### src/rtl/bus_transfer_engine.sv
// rtl/bus_transfer_engine.sv - single-bus register/memory transfer engine (MOV, LDI, LD, ST)
// Optional: define BUS_TRANSFER_ENGINE_R0_ZERO_EN to hard-wire R[0] to zero.
module bus_transfer_engine #(
  parameter int WIDTH = 32,
  parameter int NREG  = 16,
  parameter int IW    = $clog2(NREG)
) (
  input  logic             clk,
  input  logic             clr,
  input  logic             cmd_valid,
  output logic             cmd_ready,
  input  logic [1:0]       cmd_op,
  input  logic [IW-1:0]    cmd_rd,
  input  logic [IW-1:0]    cmd_rs,
  input  logic [WIDTH-1:0] cmd_imm,
  output logic             mem_req,
  output logic             mem_we,
  output logic [WIDTH-1:0] mem_addr,
  output logic [WIDTH-1:0] mem_wdata,
  input  logic [WIDTH-1:0] mem_rdata,
  input  logic             mem_ack,
  output logic [WIDTH-1:0] bus,
  output logic             done,
  input  logic [IW-1:0]    dbg_sel,
  output logic [WIDTH-1:0] dbg_data
);

  localparam logic [1:0] OP_MOV = 2'b00;
  localparam logic [1:0] OP_LDI = 2'b01;
  localparam logic [1:0] OP_ST  = 2'b11;

`ifdef BUS_TRANSFER_ENGINE_R0_ZERO_EN
  localparam bit R0_ZERO = 1'b1;
`else
  localparam bit R0_ZERO = 1'b0;
`endif

  typedef enum logic [2:0] {
    S_IDLE, S_XFER, S_MEM_ADDR, S_MEM_DATA, S_MEM_WAIT, S_MEM_WB
  } state_t;

  state_t           state_q, state_d;
  logic [1:0]       op_q;
  logic [IW-1:0]    rd_q, rs_q;
  logic [WIDTH-1:0] imm_q;
  logic [WIDTH-1:0] mar_q, mdr_q;
  logic [WIDTH-1:0] regs_q [NREG];

  logic [WIDTH-1:0] bus_w, rs_val, rd_val;
  logic             rf_we, mar_we, mdr_bus_we, mdr_mem_we, done_w, mem_req_w;

  // R[0] reads as zero on every read path when the zero-register option is on.
  assign rs_val   = (R0_ZERO && rs_q == '0)    ? '0 : regs_q[rs_q];
  assign rd_val   = (R0_ZERO && rd_q == '0)    ? '0 : regs_q[rd_q];
  assign dbg_data = (R0_ZERO && dbg_sel == '0) ? '0 : regs_q[dbg_sel];

  assign cmd_ready = (state_q == S_IDLE);
  assign mem_req   = mem_req_w;
  assign mem_we    = mem_req_w && (op_q == OP_ST);
  assign mem_addr  = mar_q;
  assign mem_wdata = mdr_q;
  assign bus       = bus_w;
  assign done      = done_w && !clr;

  always_comb begin
    state_d    = state_q;
    bus_w      = '0;
    rf_we      = 1'b0;
    mar_we     = 1'b0;
    mdr_bus_we = 1'b0;
    mdr_mem_we = 1'b0;
    done_w     = 1'b0;
    mem_req_w  = 1'b0;
    case (state_q)
      S_IDLE: begin
        if (cmd_valid) begin
          state_d = (cmd_op == OP_MOV || cmd_op == OP_LDI) ? S_XFER : S_MEM_ADDR;
        end
      end
      S_XFER: begin
        bus_w   = (op_q == OP_LDI) ? imm_q : rs_val;
        rf_we   = 1'b1;
        done_w  = 1'b1;
        state_d = S_IDLE;
      end
      S_MEM_ADDR: begin
        bus_w   = rs_val;
        mar_we  = 1'b1;
        state_d = (op_q == OP_ST) ? S_MEM_DATA : S_MEM_WAIT;
      end
      S_MEM_DATA: begin
        bus_w      = rd_val;
        mdr_bus_we = 1'b1;
        state_d    = S_MEM_WAIT;
      end
      S_MEM_WAIT: begin
        mem_req_w = 1'b1;
        if (mem_ack) begin
          if (op_q == OP_ST) begin
            done_w  = 1'b1;
            state_d = S_IDLE;
          end else begin
            mdr_mem_we = 1'b1;
            state_d    = S_MEM_WB;
          end
        end
      end
      S_MEM_WB: begin
        bus_w   = mdr_q;
        rf_we   = 1'b1;
        done_w  = 1'b1;
        state_d = S_IDLE;
      end
      default: state_d = S_IDLE;
    endcase
  end

  always_ff @(posedge clk) begin
    if (clr) begin
      state_q <= S_IDLE;
    end else begin
      state_q <= state_d;
    end
  end

  always_ff @(posedge clk) begin
    if (clr) begin
      op_q  <= '0;
      rd_q  <= '0;
      rs_q  <= '0;
      imm_q <= '0;
    end else if (cmd_valid && cmd_ready) begin
      op_q  <= cmd_op;
      rd_q  <= cmd_rd;
      rs_q  <= cmd_rs;
      imm_q <= cmd_imm;
    end
  end

  // Everything but a read-ack MDR load is fed from the shared bus.
  always_ff @(posedge clk) begin
    if (clr) begin
      mar_q <= '0;
      mdr_q <= '0;
      for (int i = 0; i < NREG; i++) begin
        regs_q[i] <= '0;
      end
    end else begin
      if (mar_we) begin
        mar_q <= bus_w;
      end
      if (mdr_bus_we) begin
        mdr_q <= bus_w;
      end else if (mdr_mem_we) begin
        mdr_q <= mem_rdata;
      end
      if (rf_we && !(R0_ZERO && rd_q == '0)) begin
        regs_q[rd_q] <= bus_w;
      end
    end
  end

endmodule

### config.mk
export PLATFORM = sky130hd
export DESIGN_NAME = bus_transfer_engine
export DESIGN_NICKNAME = d
export VERILOG_FILES = /design/src/rtl/bus_transfer_engine.sv
export SDC_FILE = /design/constraint.sdc
export NUM_CORES = 1
export LEC_CHECK = 0
export ABC_CLOCK_PERIOD_IN_PS = 4600
export CORE_UTILIZATION = 27
export DETAILED_ROUTE_END_ITERATION = 10
export GPL_ROUTABILITY_DRIVEN = 1
export PLACE_DENSITY = 0.38
export SLEW_MARGIN = 0
export SYNTH_ARGS = -nofsm -noshare
export SYNTH_HDL_FRONTEND = slang
export SYNTH_SLANG_ARGS = --single-unit
export TNS_END_PERCENT = 100
### constraint.sdc
create_clock -name clk -period 4.6 [get_ports clk]
set_input_delay 0.46 -clock clk [delete_from_list [all_inputs] [get_ports clk]]
set_output_delay 0.46 -clock clk [all_outputs]
set_load 0.03 [all_outputs]
== Word-level counts from Yosys, hierarchy flattened ==
Memories as Yosys holds them, arrays and structs flattened. A register that Yosys moved wholly into a read port is not among the register bits.
Index checks and enable logic that the tools add are counted.
W data, S select, Z words.
Cells by class
  eq/ne operators: 10
  muxes and demuxes: 32
  reduce and logical (&&, ||, !) cells: 11
Operators with widths (number)
  $mux W32: 4
  $pmux W32 S4: 1
  $reduce_or A32 Y1: 1
  $mux W4: 5
  $mux W1: 15
  $mux W3: 4
  $pmux W3 S4: 1
  $eq A3 B2 Y1 const B: 2
  $eq A3 B3 Y1 const B: 2
  $eq A2 B1 Y1 const B: 2
  $ne A2 B2 Y1 const B: 2
  $eq A3 B1 Y1 const B: 1
  $logic_and A1 B1 Y1: 3
  $logic_not A3 Y1: 1
  $eq A2 B2 Y1 const B: 1
  $logic_not A2 Y1: 1
  $mux W2: 1
  $pmux W1 S2: 1
  $reduce_and A2 Y1: 1
  $reduce_bool A2 Y1: 1
  $reduce_or A2 Y1: 1
  $logic_not A1 Y1: 1
  $logic_or A1 B1 Y1: 1
Storage, ports and cells
  register bits: 109
  RAM bits: 512
  output and inout bits: 132
  logic and storage cells: 61
  memories: 1
Memory list
  regs_q: depth 16, bits a word 32, read ports 3, clocked after Yosys merged registers in 2, write ports 16, line 47  | logic [WIDTH-1:0] regs_q [NREG];

== Depth between registers and ports, before layout ==
Gate-level depths: netlist (run 1).
  depth after elaboration: 8
  depth in mapped cells: 9
  gate-level depth less buffers: 5

== Worst setup path before layout (run 1) ==
Ideal clock, no wire load.
  path kind: input to output
  start: input port dbg_sel[0]
  end: output port dbg_data[11]
  arrival time: 2.407 ns
  data required time: 4.140 ns
  setup slack: 1.733 ns
  stages: 4
  cell sequence: buf_2 buf_1 mux4_2 mux4_2
On the way
  word-level cells in the longest chain between the ends: 1
Ends and longest elaborated chain
  start, declared: line 24  | input logic [IW-1:0] dbg_sel,
  $mem_v2 Z16 W32
  end, declared: line 25  | output logic [WIDTH-1:0] dbg_data
No other way between the ends.

==> results.sh, run 1 <==
export IMPL_yosysWarnings=0
export IMPL_antenna_left=0
export IMPL_p_per_area_nw_per_um2=367
export IMPL_grt_first_pass_wirelength_um=230000
export IMPL_worstPathRequired_ns=4.14
export IMPL_skew_ns=0.0208
export IMPL_synth_flop_cell="edfxtp_1"
export IMPL_reg2reg_depth=8
export IMPL_irDropWorstVdd_uv=224
export IMPL_netlist_top_cells_area="edfxtp_1 43%, mux4_2 20%, dfxtp_1 6.6%"
export IMPL_slew_headroom_pct=18.3
export IMPL_fin_crit_ns=4.47
export IMPL_finalPower_uw=15600
export IMPL_post_route_util_pct=32.7
export IMPL_synth_seq_cells=629
export IMPL_syn_area_per_cell_um2=12.9
export IMPL_ys_types=47
export IMPL_grt_max_degree=61
export IMPL_vias_per_cell=5.78
export IMPL_maxSlewViolCount=0
export IMPL_clockBufferDepth=3
export IMPL_overflow=0
export IMPL_r2r_slack_ns=0.90
export IMPL_worst_path_stages=7
export IMPL_synth_seq_area_share_pct=50.0
export IMPL_clock_root_buffer="clkbuf_16"
export IMPL_cts_tree="built"
export IMPL_clock_latency_ns=0.67
export IMPL_min_delay_path_class="input pin to register"
export IMPL_drive_gt1_share_pct=26.0
export IMPL_cp_start_kind="register"
export IMPL_synth_top_area_share_pct=43.3
export IMPL_max_cap_viol_count=0
export IMPL_drt_initial_drc_count=3142
export IMPL_crit_chain="buf_4 -> mux4_2 -> a22oi_1 -> nand2_1 -> a2111oi_4 -> inv_2 -> clkdlybuf4s50_1"
export IMPL_cts_setup_buffers=0
export IMPL_crit_family="buffers and inverters"
export IMPL_clk_transition_reported_paths_ns=0.06
export IMPL_crit_slowest_cell="dfxtp_4"
export IMPL_die_area_um2=133000
export IMPL_vias=27400
export IMPL_pre_cts_slack_ns=0.810
export IMPL_tightest_slew_ns=1.21
export IMPL_grt_pass1_vias=27800
export IMPL_syn_to_final_growth_pct=20.0
export IMPL_finalSetupTns_ns=0
export IMPL_cp_max_fo=38
export IMPL_clkSinkCount=629
export IMPL_antenna_found_initial=3
export IMPL_place_congestion=0.870
export IMPL_htreeDepth=3
export IMPL_cts_made_buffers=79
export IMPL_coreArea_um2=130000
export IMPL_setup_slack_ns=0.127
export IMPL_synth_fp_nets=2824
export IMPL_endpoint_kind="output port"
export IMPL_drc=0
export IMPL_hpwlAfterDp_um=107000
export IMPL_worstReg2RegEnd="regs_q[2][17]"
export IMPL_finalCritPeriodShare_pct=97.2
export IMPL_arrival_ns=4.01
export IMPL_critPathBufInv=3
export IMPL_hold_viol_final=0
export IMPL_power_leakage_uw=0.0136
export IMPL_routed_wl_um=169000
export IMPL_die_h_um=364
export IMPL_rows=132
export IMPL_placed_cells_incl_taps=4588
export IMPL_wl_per_cell_um=35.6
export IMPL_layout_cells_non_filler=4731
export IMPL_pin_count=214
export IMPL_die_w_um=364
export IMPL_crit_path_max_incr_delay_ns=0.84
export IMPL_first_pass_iters=5
export IMPL_fin_nets=3009
export IMPL_clock_fmax_mhz=224
export IMPL_crit_path_end="bus[2]"
export IMPL_setup_violations_final=0
export IMPL_io_buffers=213
export IMPL_synth_edff_count=512
export IMPL_synthArstFlopShare_pct=0
export IMPL_status="finished clean"
export IMPL_synth_cell_area_um2=35500
export IMPL_path_class="register to output port"
export IMPL_initial_utilization_pct=27.3
export IMPL_synth_cells=2742
export IMPL_grt_total_usage_pct=25.0
export IMPL_synth_top_area_cell="edfxtp_1"
export IMPL_cts_hold_repair_buffers=0
-- power by group --
group,leakage [uW],internal [uW],switching [uW],total (uW)
registers,0.00624,6380,260,6640
clock network,0.00120,3540,2580,6120
logic,0.00620,1110,1730,2840
total,0.0136,11000,4570,15600
-- cells in the mapped netlist (2+ instances only) --
| library cell | count |
|---|---|
| inv_1 | 7 |
| mux4_2 | 322 |
| buf_6 | 5 |
| buf_4 | 32 |
| mux2i_1 | 147 |
| a221oi_1 | 17 |
| dfxtp_1 | 117 |
| nand2b_1 | 25 |
| and2_1 | 5 |
| a22oi_1 | 108 |
| nor4_1 | 23 |
| nand2_1 | 211 |
| buf_2 | 48 |
| a22o_1 | 34 |
| buf_1 | 20 |
| inv_2 | 10 |
| nor3_1 | 3 |
| nor4b_1 | 19 |
| mux2_2 | 54 |
| o211ai_1 | 2 |
| a211oi_2 | 17 |
| a211oi_1 | 30 |
| o21ai_0 | 3 |
| edfxtp_1 | 512 |
| clkbuf_1 | 176 |
| nor2_1 | 331 |
| a2111oi_4 | 15 |
| nand3_1 | 20 |
| a21oi_1 | 334 |
| a31oi_1 | 14 |
| o22ai_1 | 23 |
| and3_1 | 26 |
| nor2b_1 | 18 |
-- cell families (layout without fill, tap and decap cells) --
group	Yosys count	after routing	share of synthesized area, %
simple gates	690	690	8.45
mux	523	523	26.3
flops	629	629	50.0
other cells	0	2	0
buf+inv	298	543	3.77
compound gates	602	602	11.5
-- routing by layer --
| layer | vias to the layer above | global-route usage (%) | share of wire (%) |
|---|---|---|---|
| li1 | 11200 | - | - |
| met3 | 342 | 3.37 | 5.6 |
| met2 | 1289 | 43.3 | 50 |
| met1 | 14500 | 30.3 | 39 |
| met5 | - | 0 | 0.0077 |
| met4 | 2 | 12.9 | 6.0 |
-- layout make-up --
| class | count | area (um2) |
|---|---|---|
| inverter | 17 | 63.8 |
| antenna | 2 | 5.00 |
| timing repair buffer | 385 | 3580 |
| tap | 1742 | 2180 |
| clock buffer | 108 | 2160 |
| fill | 12900 | 87400 |
| multi-input combinational | 1815 | 16600 |
| clock inverter | 33 | 282 |
| sequential | 629 | 17700 |
-- flip-flops by register name, indices dropped and copies added (netlist names), named ones only --
signal and count:
regs_q 512, rd_q 4, op_q 2, imm_q 32, rs_q 4, mem_addr 32
state_q 3, mem_wdata 32
-- metrics by stage --
step	area (um2)	hold WS, ns
2_1_floorplan	35500	0.436
3_3_place_gp	40100	0.448
3_5_place_dp	40100	0.447
4_1_cts	42500	0.187
5_1_grt	42600	0.201
6_report	42600	0.240
-- worst min path at each step --
stage | from | to | cells after the start
detailed placement | imm_q[20] | imm_q[20] | 2
floorplan | rs_q[0] | register | 2
finish | clr | mem_addr[29] | 2
global placement | imm_q[8] | imm_q[8] | 2
global route | clr | mem_addr[29] | 2
CTS | clr | mem_addr[29] | 2
-- cell usage in the layout (no fill, tap or decap), drive strengths merged, types with 2 or more instances in the layout --
| cell | instances |
|---|---|
| edfxtp | 512 |
| a21oi | 335 |
| nor2 | 332 |
| mux4 | 322 |
| nand2 | 211 |
| buf | 201 |
| clkdlybuf4s50 | 184 |
| mux2i | 147 |
| dfxtp | 117 |
| a22oi | 108 |
| clkbuf | 108 |
| mux2 | 54 |
| a211oi | 47 |
| a22o | 34 |
| and3 | 26 |
| clkinv | 26 |
| nand2b | 25 |
| o22ai | 23 |
| nor4 | 23 |
| nand3 | 20 |
| nor4b | 19 |
| nor2b | 18 |
| inv | 18 |
| a221oi | 17 |
| a2111oi | 16 |
| a31oi | 14 |
| and2 | 6 |
| bufinv | 5 |
| o21ai | 4 |
| nor3 | 4 |
| diode | 2 |
| o211ai | 2 |
-- repair_timing --
action                                 4_1_cts  5_1_grt
setup endpoints to repair                    0        1
gates resized for setup                      0        1
endpoints found under the hold margin        0        0
No activity file was read; power rests on OpenSTA's default activity.
==> run 2: changes to the inputs <==
--- a/config.mk
+++ b/config.mk
@@ -5,11 +5,11 @@
 export SDC_FILE = /design/constraint.sdc
 export NUM_CORES = 1
 export LEC_CHECK = 0
-export ABC_CLOCK_PERIOD_IN_PS = 4600
-export CORE_UTILIZATION = 27
+export ABC_CLOCK_PERIOD_IN_PS = 4660
+export CORE_UTILIZATION = 40
 export DETAILED_ROUTE_END_ITERATION = 10
 export GPL_ROUTABILITY_DRIVEN = 1
-export PLACE_DENSITY = 0.38
+export PLACE_DENSITY = 0.53
 export SLEW_MARGIN = 0
 export SYNTH_ARGS = -nofsm -noshare
 export SYNTH_HDL_FRONTEND = slang
==> constraint.sdc (replaced) <==
create_clock -name clk -period 4.66 [get_ports clk]
set_input_delay 0.466 -clock clk [delete_from_list [all_inputs] [get_ports clk]]
set_output_delay 0.466 -clock clk [all_outputs]
set_load 0.03 [all_outputs]
==> run 2 against run 1 <==
Routed wire length fell by 13%. Clock power fell by 13%. Via count grew 0.40%. Die area decreased by 32%. Non-clock buffer count decreased by 4. Global-route usage grew 7.0 points. Clock skew is 0.0076 ns higher. Utilization up 15 points. Final area is 2.6% lower. Power is 6.4% lower. Sequential share of layout area is 1.1 points higher.
==> results.sh, run 2 (synthesis results as in run 1) <==
export IMPL_tightest_slew_ns=1.26
export IMPL_arrival_ns=3.77
export IMPL_finalCritPeriodShare_pct=90.8
export IMPL_cts_tree="built"
export IMPL_cp_max_fo=13
export IMPL_pin_count=214
export IMPL_coreArea_um2=87300
export IMPL_fillers=7902
export IMPL_clkSinkCount=629
export IMPL_die_w_um=300
export IMPL_syn_to_final_growth_pct=16.8
export IMPL_clock_root_buffer="clkbuf_16"
export IMPL_hold_viol_final=0
export IMPL_fin_crit_ns=4.23
export IMPL_slew_headroom_pct=15.7
export IMPL_final_cell_mix="512 x edfxtp_1, 334 x a21oi_1, 330 x nor2_1, 322 x mux4_2, 199 x nand2_1"
export IMPL_place_congestion=0.915
export IMPL_grt_first_pass_wirelength_um=203000
export IMPL_skew_ns=0.0284
export IMPL_p_per_area_nw_per_um2=352
export IMPL_largest_reg_flops=512
export IMPL_worstPathRequired_ns=4.19
export IMPL_status="finished clean"
export IMPL_antenna_found_initial=1
export IMPL_wl_per_cell_um=35.4
export IMPL_finalSetupTns_ns=0
export IMPL_clock_fmax_mhz=236
export IMPL_antenna_left=0
export IMPL_die_area_um2=89900
export IMPL_clock_latency_ns=0.63
export IMPL_whs_endpoint="mem_addr[23]"
export IMPL_grt_total_usage_pct=32.0
export IMPL_power_leakage_uw=0.0135
export IMPL_rsz0062_at_grt="false"
export IMPL_cts_hold_repair_buffers=0
export IMPL_grt_pass1_vias=27500
export IMPL_fin_nets=2997
export IMPL_hpwlAfterDp_um=92300
export IMPL_max_cap_viol_count=0
export IMPL_cts_setup_buffers=0
export IMPL_path_class="register to output port"
export IMPL_multi_input_area_um2=16500
export IMPL_grt_max_degree=101
export IMPL_reg2reg_depth=8
export IMPL_min_from="clr"
export IMPL_cp_start_kind="register"
export IMPL_top_register="regs_q"
export IMPL_vias_per_cell=6.65
export IMPL_drt_initial_drc_count=3121
export IMPL_worstReg2RegEnd="regs_q[6][12]"
export IMPL_first_pass_iters=6
export IMPL_routed_wl_um=146000
export IMPL_setup_slack_ns=0.428
export IMPL_setup_violations_final=0
export IMPL_vias=27500
export IMPL_initial_utilization_pct=40.6
export IMPL_finalPower_uw=14600
export IMPL_r2r_slack_ns=1.12
export IMPL_rows=108
export IMPL_pre_cts_slack_ns=1.06
export IMPL_drive_gt1_share_pct=25.5
export IMPL_hold_depth=2
export IMPL_layout_commonest_cell="edfxtp_1"
export IMPL_overflow=0
export IMPL_cts_made_buffers=71
export IMPL_irDropWorstVdd_uv=289
export IMPL_die_h_um=300
export IMPL_min_delay_path_class="input pin to register"
export IMPL_seq_area_um2=17700
export IMPL_clk_transition_reported_paths_ns=0.06
export IMPL_maxSlewViolCount=0
export IMPL_ctsResizeCount=0
export IMPL_drc=0
export IMPL_io_buffers=213
export IMPL_htreeDepth=3
export IMPL_endpoint_kind="output port"
export IMPL_clockBufferDepth=3
run 2: cell type report:
type,instances,share of cell area [%]
clock buffer,91,4.64
tap,1155,3.49
sequential,629,42.8
timing repair buffer,381,8.43
clock inverter,38,0.550
antenna,2,0.0121
inverter,17,0.154
multi-input combinational,1815,39.9
run 2: worst max path at each step:
stage | cells past startpoint | to | start
2_1_floorplan | 4 | dbg_data[11] | dbg_sel[0]
3_3_place_gp | 5 | dbg_data[31] | dbg_sel[0]
3_5_place_dp | 5 | dbg_data[30] | dbg_sel[0]
4_1_cts | 8 | bus[12] | register
5_1_grt | 9 | bus[4] | register
6_report | 7 | bus[28] | state_q[1]
run 2: routing by layer:
layer  wire length [um]  up-vias  global-route usage, %
met3              12100      507                   5.72
met2              70000     1783                   52.4
met1              50500    14000                   37.5
met4              13300        2                   24.5
met5                 24        -                      0
li1                   -    11200                      -
run 2: report_power, final:
part / leakage (uW) / internal, uW / switching (uW)
Sequential: 0.00624 / 6300 / 238
Clock: 0.00106 / 2980 / 2370
Combinational: 0.00615 / 1090 / 1630
run 2: critical path, cell delays in order, from the launching register on:
cell,delay [ns]
dfxtp_1,0.54
and3b_1,0.27
buf_4,0.27
and2_1,0.78
and3_1,0.36
a2111oi_4,0.07
inv_1,0.16
clkdlybuf4s50_1,0.68
run 2: metrics by stage:
step	instance area [um2]	util, %	cells	hold WS, ns
after floorplan	35500	-	2742	0.436
after global placement	39300	45.0	3997	0.440
after detailed placement	39300	45.0	3997	0.447
after CTS	41400	47.5	4126	0.265
after global routing	41400	47.5	4126	0.281
final	41400	47.5	4128	0.294
